<file path="config.mk">
export PLATFORM = sky130hd
export DESIGN_NAME = ifetch_queue
export DESIGN_NICKNAME = d
export VERILOG_FILES = /design/src/rtl/ifetch_queue.sv
export SDC_FILE = /design/constraint.sdc
export NUM_CORES = 1
export LEC_CHECK = 0
export CAP_MARGIN = 20
export CORE_AREA = 2 2 321 323
export DETAILED_ROUTE_END_ITERATION = 8
export DIE_AREA = 0 0 323 325
export GPL_ROUTABILITY_DRIVEN = 0
export MAX_ROUTING_LAYER = met4
export SETUP_SLACK_MARGIN = 0.05
export SLEW_MARGIN = 5
export SYNTH_ARGS = -nofsm -noshare
export SYNTH_HDL_FRONTEND = slang
export SYNTH_SLANG_ARGS = --single-unit
</file>
<file path="constraint.sdc">
create_clock -name clock -period 2.8 [get_ports clock]
set_clock_uncertainty 0.15 [all_clocks]
set_input_delay 0.28 -clock clock [delete_from_list [all_inputs] [get_ports clock]]
set_output_delay 0.28 -clock clock [all_outputs]
set_load 0.03 [all_outputs]
</file>
<file path="src/rtl/ifetch_queue.sv">
// ifetch_queue: line-granular instruction fetch unit feeding decode through a flushable FIFO
module ifetch_queue #(
    parameter int ADDR_WIDTH = 32,
    parameter int LINE_WORDS = 4,
    parameter int DEPTH = 4,
    localparam int DATA_WIDTH = 32 * LINE_WORDS
) (
    input  logic                           clock,
    input  logic                           reset_n,
    output logic [ADDR_WIDTH-1:0]          cache_addr,
    output logic                           cache_rd,
    input  logic [DATA_WIDTH-1:0]          cache_data,
    input  logic                           cache_waitrequest,
    input  logic                           load_pc,
    input  logic [ADDR_WIDTH-1:0]          new_pc,
    output logic                           redirect_stall,
    output logic                           out_valid,
    input  logic                           out_ready,
    output logic [DATA_WIDTH-1:0]          out_words,
    output logic [LINE_WORDS-1:0]          out_mask,
    output logic [ADDR_WIDTH-1:0]          out_pc,
    output logic                           out_stream,
    output logic [$clog2(DEPTH+1)-1:0]     occupancy
);
    localparam int OW = $clog2(LINE_WORDS);
    localparam int OB = OW + 2;
    localparam int PW = $clog2(DEPTH);
    localparam int CW = $clog2(DEPTH + 1);
    logic [ADDR_WIDTH-1:0] pc;
    logic                  stream;
    logic [PW-1:0]         wr_ptr;
    logic [PW-1:0]         rd_ptr;
    logic [CW-1:0]         count;
    logic [DATA_WIDTH-1:0] q_words [DEPTH];
    logic [LINE_WORDS-1:0] q_mask [DEPTH];
    logic [ADDR_WIDTH-1:0] q_pc [DEPTH];
    logic                  q_stream [DEPTH];
    logic                  full;
    logic                  push;
    logic                  pop;
    logic                  accept_redirect;
    logic [ADDR_WIDTH-1:0] base;
    logic [LINE_WORDS-1:0] mask_in;
    // full blocks push even when the head is popping this cycle; no bypass path
    assign full            = count == CW'(DEPTH);
    assign push            = ~full & ~cache_waitrequest & ~load_pc;
    assign pop             = out_valid & out_ready;
    assign accept_redirect = load_pc & ~cache_waitrequest;
    assign redirect_stall  = load_pc & cache_waitrequest;
    assign cache_addr      = pc;
    assign cache_rd        = ~full;
    assign base            = {pc[ADDR_WIDTH-1:OB], {OB{1'b0}}};
    assign out_valid       = count != '0;
    assign occupancy       = count;
    assign out_words       = q_words[rd_ptr];
    assign out_mask        = q_mask[rd_ptr];
    assign out_pc          = q_pc[rd_ptr];
    assign out_stream      = q_stream[rd_ptr];
    // words before the fetch PC within its line are not part of the stream
    always_comb begin
        mask_in = '0;
        for (int i = 0; i < LINE_WORDS; i++) mask_in[i] = OW'(i) >= pc[OB-1:2];
    end
    // fetch PC and stream tag: redirect reloads and toggles, push steps to the next line
    always_ff @(posedge clock or negedge reset_n) begin
        if (!reset_n) begin
            pc     <= '0;
            stream <= 1'b0;
        end else if (accept_redirect) begin
            pc     <= new_pc;
            stream <= ~stream;
        end else if (push) begin
            pc     <= base + ADDR_WIDTH'(4 * LINE_WORDS);
        end
    end
    // queue pointers and occupancy; a redirect flush dominates any same-cycle pop
    always_ff @(posedge clock or negedge reset_n) begin
        if (!reset_n) begin
            wr_ptr <= '0;
            rd_ptr <= '0;
            count  <= '0;
        end else if (accept_redirect) begin
            wr_ptr <= '0;
            rd_ptr <= '0;
            count  <= '0;
        end else begin
            wr_ptr <= wr_ptr + PW'(push);
            rd_ptr <= rd_ptr + PW'(pop);
            count  <= count + CW'(push) - CW'(pop);
        end
    end
    // packet storage; cleared on reset so the head outputs read zero until the first push
    always_ff @(posedge clock or negedge reset_n) begin
        if (!reset_n) begin
            for (int i = 0; i < DEPTH; i++) begin
                q_words[i]  <= '0;
                q_mask[i]   <= '0;
                q_pc[i]     <= '0;
                q_stream[i] <= 1'b0;
            end
        end else if (push) begin
            q_words[wr_ptr]  <= cache_data;
            q_mask[wr_ptr]   <= mask_in;
            q_pc[wr_ptr]     <= base;
            q_stream[wr_ptr] <= stream;
        end
    end
endmodule

</file>
==> impl_metrics.tcl, run 1 <==
set metrics [dict create \
    status "finished, final reports clean" \
    die_y_um 325 \
    cts_sinks 684 \
    grt_use_total_pct 17.9 \
    fin_crit_sh_pct 97.3 \
    htreeDepth 3 \
    port-buffer-count 363 \
    cp_data_required_time_ns 2.37 \
    vias_per_cell 4.72 \
    drc_errors 0 \
    startpoint_type "register" \
    p_leak_nw 19.0 \
    synth-seq-cells 684 \
    nNetsFinal 3415 \
    cts_tree "done" \
    clock_path_buffers 3 \
    routedWlPerCell_um 19.3 \
    cts_buffers 82 \
    worst_path_largest_cell_delay_ns 0.52 \
    power.density_mw_per_mm2 1220 \
    switchingPower_mw 18.4 \
    coreArea_mm2 0.101 \
    synthDominantAreaCellType "dfrtp_1" \
    power.share.clock_pct 22.2 \
    final_antenna_net_count 0 \
    synthDistinctLibCells 57 \
    synth_cells 2839 \
    grt_pass1_vias 23086 \
    ys_async_sr_fraction_pct 100 \
    ys.flop_type "dfrtp_1" \
    cp-end-kind "output pin" \
    fill_cells 9952 \
    min_path_type "in2reg" \
    synth_area_leaders "dfrtp_1, nand2_1, mux4_2" \
    cpMostUsedCell "buf_12" \
    path_cells "buf_12, buf_12, clkbuf_16, mux4_2, buf_6" \
    drt_wl_total_um 90700 \
    period_needed_ns 2.72 \
    place.detailed.hpwl_um 57300 \
    report.final.slew_viol_count 0 \
    drt_iter0_drc 1405 \
    syn_area_mm2 0.0303 \
    yosys.cell_count.top_type "nand2_1" \
    synth_top_area_share_pct 56.5 \
    worst_path_max_delay_cell "mux4_2" \
    tightestPinTransition_ns 0.896 \
    cp_num_buf_inv 4 \
    critPathTopFamily "buffers and inverters" \
    p_int_mw 29.3 \
    irDropWorstVdd_mv 0.681 \
    swShare_pct 38.6 \
    syn_to_final_growth_pct 28.9 \
    synth.avg_cell_area_um2 10.7 \
    comb_power_share_pct 44.1 \
    path_class "reg2out" \
    antenna_found_initial 11 \
    die-area_mm2 0.105 \
    drtPass1Iterations 5 \
    worst_slew_margin_rel_pct 39.9 \
    cts-root-buf "clkbuf_16" \
    p_seq_share_pct 33.7 \
    start_util_pct 29.9 \
    rsz0062_at_grt "true" \
    drive_gt1_share_pct 19.4 \
    io_pins 368 \
    hold_viol 0 \
    rows 117 \
    grt_start_max_net_pins 91 \
    synthTopCellsByCount "nand2_1, dfrtp_1, mux4_2" \
    num_vias 22138 \
    ys_seq_area_share_pct 56.5 \
    power_mw 47.7 \
    dp_cells 4499 \
    synth_edf_count 0 \
    max_cap_viol_count 0 \
    grt_pass1_wl_um 141000 \
    cp_max_fo 8 \
    clk_latency_ns 0.64 \
    gr-total-overflow 0 \
    setup_viol 0 \
    synth_warnings 0 \
    critPathArrivalTime_ns 2.29 \
    fmax_mhz 367 \
    stdcell_count 4691 \
    dieWidth_um 323 \
    clkSlewWorstSetupHoldPaths_ns 0.06 \
]
power by group through the flow:
stage                     Sequential (mW)  Clock [mW]  Combinational (mW)
after floorplan                      15.6           0                13.0
after global routing                 16.5        11.3                22.6
final                                16.1        10.6                21.1
after global placement               16.1           0                20.8
after detailed placement             16.1           0                21.1
after CTS                            16.0        10.9                21.0
state kept, by name, summed over array words and instances (netlist names):
register / cells
stream: 1
wr_ptr: 2
q_mask: 16
rd_ptr: 2
q_pc: 112
occupancy: 3
q_stream: 4
q_words: 512
cache_addr: 32
cells by family (layout without fill, tap and decap cells):
| kind of cell | Yosys count | count (layout) | share of synthesized area [%] |
|---|---|---|---|
| buffers and inverters | 201 | 669 | 3.64 |
| flip-flops | 684 | 684 | 56.5 |
| adder cells (fa/ha/maj) | 6 | 6 | 0.272 |
| AO/OA/AOI/OAI | 79 | 79 | 1.66 |
| other | 1 | 17 | 0.0124 |
| multiplexers | 317 | 317 | 17.8 |
| AND/OR/NAND/NOR | 1537 | 1537 | 19.8 |
| XOR/XNOR | 14 | 14 | 0.405 |
tightest hold or removal path, cell delays in order:
cell	delay, ns
clkdlybuf4s50_1	0.41
nor2_1	0.10
a21oi_1	0.04
per-layer routing:
layer	track usage (%)	share of wire, %	vias up
met1	23.0	43	11234
met2	28.5	49	592
li1	-	-	10169
met5	-	0	-
met4	6.31	2.6	0
met3	3.28	5.7	143
path summary, 6_finish.rpt:
check	cells after the start	from	slack [ns]	endpoint
setup / recovery	5	rd_ptr[0]$_DFF_PN0_	0.08	out_words[28]
hold / removal	3	new_pc[18]	0.07	cache_addr[18]$_DFFE_PN0P_
min in group asynchronous	2	reset_n	0.12	q_words[68]$_DFFE_PN0P_
setup reg to reg	10	occupancy[1]$_DFF_PN0_	0.32	q_words[327]$_DFFE_PN0P_
hold reg to reg	1	q_mask[7]$_DFFE_PN0P_	0.31	q_mask[7]$_DFFE_PN0P_
max in group asynchronous	3	reset_n	1.44	q_pc[107]$_DFFE_PN0P_
cell usage in the layout (no fill, tap or decap), types with 5 or more instances in the layout:
cell type	netlist	final
xor2_1	5	5
clkdlybuf4s50_1	0	199
a21oi_1	10	10
buf_16	0	11
a31oi_1	7	7
buf_12	0	50
o22ai_1	5	5
dfrtp_1	684	680
clkbuf_16	0	88
xnor2_1	9	9
clkbuf_1	29	24
nor3_1	9	9
diode_2	0	13
or3_1	8	6
clkbuf_8	0	15
nand2b_1	6	6
nor2_1	26	25
buf_6	15	72
ha_1	5	5
inv_1	6	6
nand3_1	20	20
nand2_1	1432	1432
mux2_1	129	129
nand4_1	6	6
clkinv_2	0	14
dlygate4sd3_1	0	5
mux2_2	26	26
buf_2	117	76
o21ai_0	28	28
buf_4	24	89
mux4_2	161	161
repair_timing:
item,in CTS,in global routing
endpoints found under the setup margin,155,109
resized for setup,711,246
gates cloned,6,4
setup buffers,9,7
hold endpoints to repair,439,0
hold buffers,5,0
per-stage QoR:
stage               area, um2  setup slack [ns]   TNS, ns  utilization, %  hold slack [ns]
detailed placement      36200             0.145         0            35.7            0.180
finish                  39100            0.0759         0            38.6           0.0709
floorplan               30300            0.0644         0               -           -0.166
global placement        36200            0.0622         0            35.7            0.177
CTS                     39100            -0.107     -3.15            38.6          0.00996
global route            39100          -0.00160  -0.00188            38.6           0.0487
area by class of cell:
| cell class | instances | area, um2 | share of cell area (%) |
|---|---|---|---|
| clock inverters | 27 | 268 | 0.685 |
| diodes | 13 | 32.5 | 0.0833 |
| inverters | 8 | 30.0 | 0.0769 |
| flip-flops and latches | 684 | 17100 | 43.8 |
| clock buffers | 123 | 2400 | 6.14 |
| repair buffers | 511 | 5370 | 13.7 |
| well taps | 1368 | 1710 | 4.38 |
| multi-input cells | 1957 | 12100 | 31.1 |
Power figures use the tool's default switching activity.
==> run 2, diff against run 1 <==
- clock period: 2.8 -> 3.4 ns (I/O delays scaled with it)
==> run 2 against run 1 <==
Effect of this change: sequential share of layout area is 0.84 points higher; total power is 19% lower; via count is 1.1% lower; utilization is 0.73 points lower; clock-buffer cell count is 14 lower; worst setup slack better by 0.075 ns; sequential cell count stayed put; register-to-register slack better by 0.35 ns; final cell count is 1.8% lower; non-clock buffer count is 72 lower; combinational power is 24% lower; critical endpoint is now out_words[71].
==> impl_metrics.tcl, run 2 (synthesized netlist as in run 1, its figures left out) <==
set metrics [dict create \
    drtPass1Iterations 5 \
    cts-root-buf "clkbuf_16" \
    hold_start "new_pc[17]" \
    tightestPinTransition_ns 0.858 \
    start_util_pct 29.9 \
    grt_pass1_wl_um 138000 \
    drive_gt1_share_pct 12.9 \
    worstReg2RegEnd "q_words[234]$_DFFE_PN0P_" \
    cts_buffers 81 \
    fmax_mhz 308 \
    rows 117 \
    dieWidth_um 323 \
    num_vias 21888 \
    cp_max_fo 36 \
    rsz0062_at_grt "true" \
    layout_commonest_cell "nand2_1" \
    report.final.slew_viol_count 0 \
    met3_usage_pct 3.26 \
    top_register "q_words" \
    grt_pass1_vias 22499 \
    most-common-layout-cells "nand2_1, dfrtp_1, clkdlybuf4s50_1" \
    clock_path_buffers 3 \
    cts_sinks 684 \
    min_path_type "in2reg" \
    irDropWorstVdd_mv 0.655 \
    syn_to_final_growth_pct 26.5 \
    period_needed_ns 3.25 \
    reg2reg_depth 9 \
    cts_setup_buffers 0 \
    cts_tree "done" \
    r2r_slack_ns 0.67 \
    largest_reg_flops 512 \
    critPathTopFamily "buffers and inverters" \
    coreArea_mm2 0.101 \
    min_path_cells 3 \
    nNetsFinal 3342 \
    place.detailed.hpwl_um 55100 \
    fin_crit_sh_pct 95.6 \
    dp_slack_ns 0.593 \
    use_met1_pct 22.8 \
    cp-end-kind "output pin" \
    vias_per_cell 4.75 \
    clk_latency_ns 0.63 \
    drc_errors 0 \
    grt_start_max_net_pins 109 \
    use_met2_pct 27.8 \
    setup_viol 0 \
    power.density_mw_per_mm2 1010 \
    htreeDepth 3 \
    cp_data_required_time_ns 2.91 \
    status "finished, final reports clean" \
    setup_slack_ns 0.151 \
    grt.busiest_layer "met2" \
    die-area_mm2 0.105 \
    min_to "cache_addr[17]$_DFFE_PN0P_" \
    path_class "reg2out" \
    fin_tns_setup_ns 0 \
    routedWlPerCell_um 19.4 \
    worst_path_max_delay_cell "clkdlybuf4s50_1" \
    rr_startpoint "occupancy[1]$_DFF_PN0_" \
    worst_path_largest_cell_delay_ns 0.62 \
    gr-total-overflow 0 \
    hold_ws_ns 0.106 \
    drt_wl_total_um 89400 \
    drt_iter0_drc 1666 \
    critPathArrivalTime_ns 2.76 \
    die_y_um 325 \
    worst_slew_margin_rel_pct 42.8 \
    path_cells "buf_16, mux4_2, clkdlybuf4s50_1" \
    clkSlewWorstSetupHoldPaths_ns 0.06 \
    cp_num_buf_inv 2 \
    antenna_found_initial 8 \
    p_leak_nw 18.6 \
    io_pins 368 \
    port-buffer-count 363 \
    grt_use_total_pct 17.6 \
    final_antenna_net_count 0 \
    max_cap_viol_count 0 \
    startpoint_type "register" \
    hold_viol 0 \
]
run 2: cell types whose count changed in the layout (fill, tap and decap cells not counted), moves of 20 or more:
cell / before / now
buf_4: 89 / 43
dlygate4sd2_1: 1 / 88
buf_6: 72 / 1
buf_12: 50 / 30
clkdlybuf4s50_1: 199 / 270
buf_2: 76 / 0
run 2: power by group:
group	switching [mW]	internal (mW)	total (mW)
Sequential	1.99	11.4	13.4
Clock	3.60	5.54	9.14
Combinational	9.25	6.84	16.1
Total	14.8	23.8	38.6
run 2: timing repair:
item / 4_1_cts / 5_1_grt
endpoints found under the hold margin: 71 / 0
hold buffers: 1 / 0
pin swaps: 0 / 0
endpoints found under the setup margin: 93 / 16
resized for setup: 90 / 4
run 2: area by class of cell:
class | instances | area, um2
Timing Repair Buffer | 439 | 4510
Clock inverter | 33 | 468
Clock buffer | 109 | 2340
Inverter | 8 | 30.0
Tap cell | 1368 | 1710
Fill cell | 9924 | 63000
Antenna cell | 7 | 17.5
Sequential cell | 684 | 17100
Multi-Input combinational cell | 1957 | 12100
run 2: worst register-to-register path, cell delays in order, from the launching register on:
cell and delay, ns:
dfrtp_1 0.48, nor3b_4 0.26, inv_2 0.11, nand2_2 0.09, buf_4 0.21, inv_2 0.13
nand3b_1 0.25, buf_4 0.70, nand2_1 0.18, nand2_1 0.10
run 2: worst max path at each step:
stage,endpoint,depth (start not counted),from,slack (ns)
2_1_floorplan,occupancy[2]$_DFF_PN0_,10,occupancy[1]$_DFF_PN0_,0.59
3_3_place_gp,q_mask[4]$_DFFE_PN0P_,9,cache_waitrequest,0.60
3_5_place_dp,q_mask[5]$_DFFE_PN0P_,9,cache_waitrequest,0.59
4_1_cts,out_words[71],3,rd_ptr[0]$_DFF_PN0_,0.05
5_1_grt,out_words[55],3,rd_ptr[0]$_DFF_PN0_,0.02
6_report,out_words[71],3,rd_ptr[0]$_DFF_PN0_,0.15
run 2: metrics by stage:
stage	util, %	total power, mW	instance area, um2	instances
finish	37.8	38.6	38300	4605
detailed placement	35.1	30.4	35600	4455
global placement	35.1	30.1	35600	4455
CTS	37.8	39.1	38300	4598
floorplan	-	23.5	30300	2842
global route	37.8	40.8	38300	4605
run 2: routing by layer:
layer | up-vias | wire [um]
met4 | 0 | 2100
li1 | 9998 | -
met3 | 121 | 5010
met2 | 633 | 43300
met5 | - | 0
met1 | 11136 | 39000
==> RTL change, RTL diff (flow settings as in run 2) <==
Change the parameter `LINE_WORDS` from 4 to 8.
--- a/src/rtl/ifetch_queue.sv
+++ b/src/rtl/ifetch_queue.sv
@@ -1,7 +1,7 @@
 // ifetch_queue: line-granular instruction fetch unit feeding decode through a flushable FIFO
 module ifetch_queue #(
     parameter int ADDR_WIDTH = 32,
-    parameter int LINE_WORDS = 4,
+    parameter int LINE_WORDS = 8,
     parameter int DEPTH = 4,
     localparam int DATA_WIDTH = 32 * LINE_WORDS
 ) (
Ports: changed (resized cache_data, out_mask and out_words); port bits go from 368 to 628. The function was not compared with the original's and may differ.
==> RTL change against run 2 <==
Area after synthesis is 73% higher; critical path type unchanged; power rose by 76%; clock power increased by 64%; cell area is 71% higher; count of clock-buffer cells in the layout grew 93; routed wire length increased by 53%; largest power group unchanged; sequential cell count up 524; critical endpoint is now out_words[163]; utilization up 27 points; cell count up 27%; setup slack worse by 32 ps.
==> RTL change: results (changes against run 2) <==
Critical path
  • FF-to-FF path depth: 8 (was 9)
  • CP peak stage delay: 540 ps (was 620 ps)
  • R2R setup slack: 750 ps (was 670 ps)
  • Worst EP arrival: 2790 ps (was 2760 ps)
  • CP Max Fanout: 29 (was 36)
  • FF-to-FF End: q_words[698] (was q_words[234])

Power
  • Peak VDD IR: 0.733 mV (was 0.655 mV)

Cells and area
  • Area of the multi-input gates: 0.0209 mm2 (was 0.0121 mm2)
  • Fillers: 7755 (was 9924)
  • NonClk Buf Share: 0.123 (was 0.118)
  • Sequential cell area: 0.0302 mm2 (was 0.0171 mm2)
  • Multi-In Gates: 2257 (was 1957)
  • Clock buf count: 202 (was 109)
  • Clock buf/inv share: 0.0703 (was 0.0733)
  • Inverter count: 5 (was 8)
  • Inserted Diodes: 24 (was 7)
  • Share of layout cells above drive strength 1: 0.149 (was 0.129)

Yosys
  • Post-synthesis compound-gate area fraction: 0.00705 (was 0.0166)
  • Synth Area in Adders: 0.00157 (was 0.00272)
  • Commonest cells post-synth: 1208 x dfrtp_1, 920 x nand2_1, 849 x mux2_1, 292 x mux4_2, 93 x buf_4 (was 1432 x nand2_1, 684 x dfrtp_1, 161 x mux4_2, 129 x mux2_1, 117 x buf_2)
  • Mux contribution to synthesized area: 0.307 (was 0.178)
  • Synth area leaders: dfrtp_1 58%, mux2_1 18%, mux4_2 13% (was dfrtp_1 56%, nand2_1 18%, mux4_2 12%)
  • Synth cell types: 53 (was 57)
  • Post-synth ARST share: 1.00 (unchanged)
  • Sequential share of the synthesized area: 0.576 (was 0.565)
  • Seq cells post-synth: 1208 (was 684)

Global route
  • Met2 usage: 0.418 (was 0.278)
  • Vias in the first global route: 33960 (was 22499)
  • Largest net degree at the start of global routing: 108 (was 109)
  • Overall Global Routing Usage: 0.272 (was 0.176)
  • GR Layer Usage met3: 0.0589 (was 0.0326)
  • Initial antenna violation count: 28 (was 8)
  • First-pass GRT wire length: 210000 um (was 138000 um)
  • GR met1 Demand/Resource: 0.361 (was 0.228)

Drt
  • Met1 WL: 58500 um (was 39000 um)
  • Drt via density: 5.51 (was 4.75)
  • Met3 routed WL: 7920 um (was 5010 um)
  • Routed WL: 136000 um (was 89400 um)
  • Metal2 WL: 66200 um (was 43300 um)

Clock network
  • CTS buffer count: 136 (was 81)
  • Worst skew pair latency: 720 ps (was 630 ps)
  • H-tree level count: 4 (was 3)

STA
  • Final hold slack: 10.1 ps (was 106 ps)
  • Fin crit share: 0.965 (was 0.956)
  • Max transition margin: 0.458 (was 0.428)

Worst hold path
  • Hold crit path type: input port to asynchronous set/reset pin (was input port to flip-flop)

Status
  • Outcome: complete, no violations (unchanged)

Placed design
  • Half-perimeter wire length after placement: 88100 um (was 55100 um)
RTL change: what timing repair did:
item                       in CTS  in global routing
buffers inserted                3                  0
setup endpoints to repair     249                156
gates resized for setup       233                 60
hold buffers                   12                  0
cloned                          1                  5
hold endpoints to repair      280                  0
RTL change: through the flow:
| step | utilization | cell area [um2] | TNS (ps) | instances |
|---|---|---|---|---|
| 6_report | 0.647 | 65500 | 0 | 5846 |
| 5_1_grt | 0.647 | 65500 | -43.3 | 5844 |
| 4_1_cts | 0.644 | 65300 | 0 | 5817 |
| 3_5_place_dp | 0.599 | 60700 | 0 | 5567 |
| 3_3_place_gp | 0.599 | 60700 | 0 | 5567 |
| 2_1_floorplan | - | 52500 | 0 | 3727 |
RTL change: power breakdown:
| part | internal (uW) | switching (uW) |
|---|---|---|
| combinational | 12900 | 16200 |
| sequential | 20500 | 3240 |
| clock | 9250 | 5780 |
| total | 42700 | 25200 |
